## config.mk

```make
export PLATFORM = sky130hd
export DESIGN_NAME = energy_window_accum
export DESIGN_NICKNAME = d
export VERILOG_FILES = /design/src/rtl/energy_window_accum.sv
export SDC_FILE = /design/constraint.sdc
export NUM_CORES = 1
export LEC_CHECK = 0
export ABC_CLOCK_PERIOD_IN_PS = 7600
export CAP_MARGIN = 20
export CORE_AREA = 8 8 167 288
export CTS_BUF_LIST = sky130_fd_sc_hd__clkbuf_8
export DETAILED_ROUTE_END_ITERATION = 6
export DIE_AREA = 0 0 175 296
export GPL_TIMING_DRIVEN = 0
export MAX_ROUTING_LAYER = met4
export PLACE_DENSITY = 0.58
export SLEW_MARGIN = 40
export SYNTH_ARGS = -nofsm -noshare
export SYNTH_HDL_FRONTEND = slang
export SYNTH_SLANG_ARGS = --single-unit
```

## constraint.sdc

```tcl
create_clock -name Clk -period 7.6 [get_ports Clk]
set_input_delay 1.9 -clock Clk [delete_from_list [all_inputs] [get_ports Clk]]
set_output_delay 1.9 -clock Clk [all_outputs]
set_load 0.02 [all_outputs]
```

## src/rtl/energy_window_accum.sv

```systemverilog
// Per-sample |x|^2 energy of a complex stream plus a sliding sum of the
// last WIN sample energies, for packet detection and AGC.
module energy_window_accum #(
    parameter int DW      = 8,
    parameter int LOG2WIN = 4
) (
    input  logic                      Clk,
    input  logic                      Rst,
    input  logic                      InputEnable,
    input  logic signed [DW-1:0]      DataInRe,
    input  logic signed [DW-1:0]      DataInIm,
    input  logic                      Clear,
    output logic                      OutputEnable,
    output logic [2*DW-1:0]           DataMagnitude,
    output logic                      WindowEnable,
    output logic [2*DW+LOG2WIN-1:0]   WindowEnergy,
    output logic                      WindowFull
);
    localparam int WIN = 2**LOG2WIN;
    localparam int MW  = 2*DW;
    localparam int SW  = MW + LOG2WIN;
    localparam logic [LOG2WIN:0] FILL_MAX = (LOG2WIN+1)'(WIN);

    logic                   flush;
    logic                   v1_q, v2_q, v3_q, v4_q;
    logic signed [DW-1:0]   re1_q, im1_q;
    logic signed [MW-1:0]   re_ext, im_ext;
    logic signed [MW-1:0]   sqre2_q, sqim2_q;
    logic [MW-1:0]          mag3_q, mag_d;
    logic [SW-1:0]          sum_q, sum_d;
    logic [LOG2WIN-1:0]     ptr_q, ptr_d;
    logic [LOG2WIN:0]       fill_q, fill_d;
    logic                   full_q, full_d;
    logic [MW-1:0]          ring_q [WIN];
    logic [MW-1:0]          oldest;

    assign flush  = Rst | Clear;
    assign re_ext = MW'(re1_q);
    assign im_ext = MW'(im1_q);

    always_comb begin
        mag_d  = sqre2_q + sqim2_q;
        oldest = ring_q[ptr_q];
        ptr_d  = ptr_q + LOG2WIN'(1);
        fill_d = (fill_q == FILL_MAX) ? fill_q : fill_q + (LOG2WIN+1)'(1);
        full_d = (fill_d == FILL_MAX);
        // Oldest entry only leaves the sum once the window has wrapped;
        // before that the ring slot holds stale data from a previous run.
        sum_d  = sum_q + SW'(mag3_q)
               - ((fill_q == FILL_MAX) ? SW'(oldest) : '0);
    end

    always_ff @(posedge Clk) begin
        if (flush) begin
            v1_q    <= 1'b0;
            v2_q    <= 1'b0;
            v3_q    <= 1'b0;
            v4_q    <= 1'b0;
            re1_q   <= '0;
            im1_q   <= '0;
            sqre2_q <= '0;
            sqim2_q <= '0;
            mag3_q  <= '0;
            sum_q   <= '0;
            ptr_q   <= '0;
            fill_q  <= '0;
            full_q  <= 1'b0;
        end else begin
            v1_q <= InputEnable;
            v2_q <= v1_q;
            v3_q <= v2_q;
            v4_q <= v3_q;
            if (InputEnable) begin
                re1_q <= DataInRe;
                im1_q <= DataInIm;
            end
            if (v1_q) begin
                sqre2_q <= re_ext * re_ext;
                sqim2_q <= im_ext * im_ext;
            end
            if (v2_q) begin
                mag3_q <= mag_d;
            end
            if (v3_q) begin
                sum_q  <= sum_d;
                ptr_q  <= ptr_d;
                fill_q <= fill_d;
                full_q <= full_d;
            end
        end
    end

    always_ff @(posedge Clk) begin
        if (v3_q) begin
            ring_q[ptr_q] <= mag3_q;
        end
    end

    assign OutputEnable  = v3_q;
    assign DataMagnitude = mag3_q;
    assign WindowEnable  = v4_q;
    assign WindowEnergy  = sum_q;
    assign WindowFull    = full_q;

endmodule

```

==> run summary <==
GRT
• GRT Residual Overflow: 0
• largest net degree at the start of global routing: 20
• overall fraction of global-route tracks in use: 19.3%
• vias in the first global route: 12774
• number of antenna violations at the first check in global routing: 1
• first-pass GRT wire length: 73500 um

Setup path
• CP Launch Type: register
• data required time of the worst path: 8060 ps
• capturing element type of the critical path: register
• Arrival @ worst endpoint: 5900 ps
• Register-to-Register Setup Slack: 2170 ps
• depth of the most critical reg-to-reg path: 17
• CP Max Fanout: 10
• critical path endpoint: WindowEnergy[12]$_SDFFE_PP0P_
• RR Endpoint: WindowEnergy[12]$_SDFFE_PP0P_
• critical path start-end classification: reg2reg

Layout
• fillcell total: 3962
• fraction of layout instances using a drive strength above 1: 13.2%
• Final Core Density: 50.2%
• final net count: 1841
• total area of multi-input combinational cells: 8930 um2
• sequential standard cell area: 9690 um2
• layout-stage area growth over the synthesis result: 12.5%
• post-route cell area: 22100 um2

Pwr
• highest ir drop seen on vdd: 0.115 mV
• Sw Pwr: 0.889 mW
• clock share of power: 43.4%
• Power Dens Cells: 176 nW/um2
• combinational power share: 3.4%
• Leakage: 8.35 nW
• switching share of total power: 22.9%
• cell internal pwr: 2.99 mW
• final total power: 3.88 mW
• fraction of power consumed by sequential logic: 53.2%

Synthesis
• top area cells in the synthesized netlist: edfxtp_1 39%, dfxtp_1 10%, fa_1 10%
• cell area after synthesis: 19600 um2
• Post-synth top flop: edfxtp_1
• library cell with the highest instance count after synthesis: edfxtp_1
• syn avg cell area: 13.0 um2
• Post-synth EDFFs: 256
• post-synthesis sequential area ratio: 49.4%
• flip-flop and latch count after synthesis: 356
• distinct cell type count of the synthesized netlist: 72
• biggest area consumer among synthesized cells: edfxtp_1
• Syn Nets: 1729
• proportion of netlist area held by the largest area contributor: 39.2%
• FFs w/ async S/R, synth: 0%
• Synthesis Warnings: 0
• top post-synthesis cells by count: 256 x edfxtp_1, 195 x inv_1, 100 x dfxtp_1, 100 x fa_1, 97 x ha_1
• number of cells produced by synthesis: 1512

CTS
• Worst-Skew Late Latency: 630 ps
• buffer cell driving the clock tree root: clkbuf_8
• CTS clock-pin slew for the worst setup and hold paths: 70 ps
• CTS sink count: 356
• clock tree from TritonCTS: done
• post-cts hold buffer count: 0
• Setup Buffers After CTS: 0
• number of buffers on the longest clock path: 3
• quantity of gates resized following cts: 0
• TritonCTS buffer count: 53
• maximum level of the CTS H-tree: 2

STA
• share of the clock period used by the worst path: 71.5%
• Worst Tran Pin Value: 839 ps
• normalized max-slew margin: 44.1%
• Clock Skew: 19.5 ps
• final total negative setup slack: 0 ps
• number of endpoints with negative hold slack in the final report: 0
• Setup Viol. Count Final: 0
• setup repair after global routing missed its margin: false
• min Tclk post-route: 5430 ps
• worst hold slack after final layout: 471 ps
• highest attainable clock frequency: 184 MHz
• Pins Over Slew Limit: 0

Floorplanning
• floorplan die width: 175 um
• vertical die dimension: 296 um
• std cell rows: 102
• starting density of the core: 44.6%
• die footprint: 51800 um2
• IO Pins: 59
• Core Box Area: 44000 um2

Placement
• instance area after placement: 20900 um2
• final weighted congestion in routability-driven placement: 0.878
• sum of net half-perimeters after detailed placement: 35800 um
• number of buffers added on ports: 57

Route
• via count of the routed design: 11817
• number of nets with antenna violations after routing: 0
• detailed-route wire length: 47900 um
• routed length per instance: 21.4 um
• DRC violation count after routing: 0
• Via density: 5.27
• DRT iter0 DRCs: 531
• Initial DRT Pass Iterations: 7

Run status
• run status: completed

Min path
• startpoint of the lowest-slack hold path: sqim2_q[2]$_SDFFE_PP0P_
• class of the tightest hold or removal check: reg2reg

Run
• max cap viols: 0

## logic make-up (layout without fill, tap and decap cells)
family	Yosys count	in the layout	synth area share, %
buffers and inverters	259	416	5.20
xor gates and xnor gates	59	59	2.63
muxes	129	129	11.7
DFF	356	356	49.4
other	0	1	0
and+or+nand+nor	335	335	8.53
adders and majority gates	197	197	16.4
AOI/OAI and AO/OA	177	177	6.15
## power by group through the flow
| stage | Clock, mW | Combinational (mW) | Sequential [mW] |
|---|---|---|---|
| after CTS | 1.72 | 0.133 | 2.06 |
| after floorplan | 0 | 0.0888 | 2.10 |
| after global routing | 1.79 | 0.146 | 2.06 |
| after global placement | 0 | 0.130 | 2.11 |
| final | 1.68 | 0.131 | 2.06 |
| after detailed placement | 0 | 0.132 | 2.11 |
## placed cells by master (no fill, tap or decap), types with 5 or more instances in the layout
cell,instances
nand3_1,23
nor2_1,94
bufinv_16,5
nor3_1,15
a21oi_1,51
nand2_1,65
and2_2,16
xnor2_1,44
inv_1,201
o21bai_1,5
clkinv_2,17
edfxtp_1,256
a31o_2,8
clkdlybuf4s50_1,57
clkbuf_1,39
clkinv_1,7
dfxtp_1,100
and2_1,31
ha_1,97
o21ai_0,27
mux2i_1,45
nand3b_1,6
buf_6,5
nand4_1,8
nor2b_1,33
clkbuf_8,57
fa_1,100
o21a_1,13
and3_1,11
buf_1,12
nand2b_1,14
or3_1,8
xor2_1,15
a211oi_1,12
clkinvlp_4,5
a21o_1,16
mux4_2,80
## critical path: stages, from the launching register on
cell and delay [ps]:
dfxtp_1 320, clkbuf_2 310, buf_1 630, mux4_2 420, mux4_2 550, nor2b_1 190, ha_1 310, inv_1 50
ha_1 190, inv_1 70, fa_1 410, nor2b_1 260, o31ai_4 110, a211oi_2 450, o21ai_0 250, a21boi_0 410
mux2i_1 230, o311ai_0 130
## area by class of cell
class,count,area share (%)
Antenna cell,1,0.0113
Buffer,64,1.33
Clock buffer,57,3.55
Clock inverter,43,1.64
Inverter,195,3.31
Multi-Input combinational cell,897,40.4
Sequential cell,356,43.9
Tap cell,572,3.24
Timing Repair Buffer,57,2.58
## routing by layer
| layer | wire (um) | vias to the layer above | GRT usage, % |
|---|---|---|---|
| li1 | - | 5592 | - |
| met1 | 16800 | 5968 | 18.7 |
| met2 | 28000 | 182 | 38.3 |
| met3 | 1260 | 75 | 1.99 |
| met4 | 1860 | 0 | 7.88 |
| met5 | 0 | - | - |
## how the worst min path moves through the flow
stage                          endpoint  slack (ps)  cells after the start
5_1_grt         sqim2_q[2]$_SDFFE_PP0P_         490                      2
6_report        sqim2_q[2]$_SDFFE_PP0P_         470                      2
3_5_place_dp    sqre2_q[2]$_SDFFE_PP0P_         460                      2
2_1_floorplan  sqim2_q[10]$_SDFFE_PP0P_         440                      2
4_1_cts         sqim2_q[2]$_SDFFE_PP0P_         470                      2
3_3_place_gp   sqim2_q[10]$_SDFFE_PP0P_         460                      2
## stage by stage
step           worst slack, ps  instances
2_1_floorplan             3250       1512
3_3_place_gp              2120       2141
3_5_place_dp              2060       2141
4_1_cts                   2060       2241
5_1_grt                   1910       2242
6_report                  2170       2242
## state kept, by name (all words and copies together), names as in the netlist, named ones only
register / flops
ring_q: 256
WindowEnergy: 20
DataMagnitude: 16
sqim2_q: 15
sqre2_q: 15
im1_q: 8
re1_q: 8
fill_q: 5
ptr_q: 4
OutputEnable: 1
WindowEnable: 1
WindowFull: 1
v1_q: 1
v2_q: 1
Note: power is estimated with default switching activity, not from simulation.
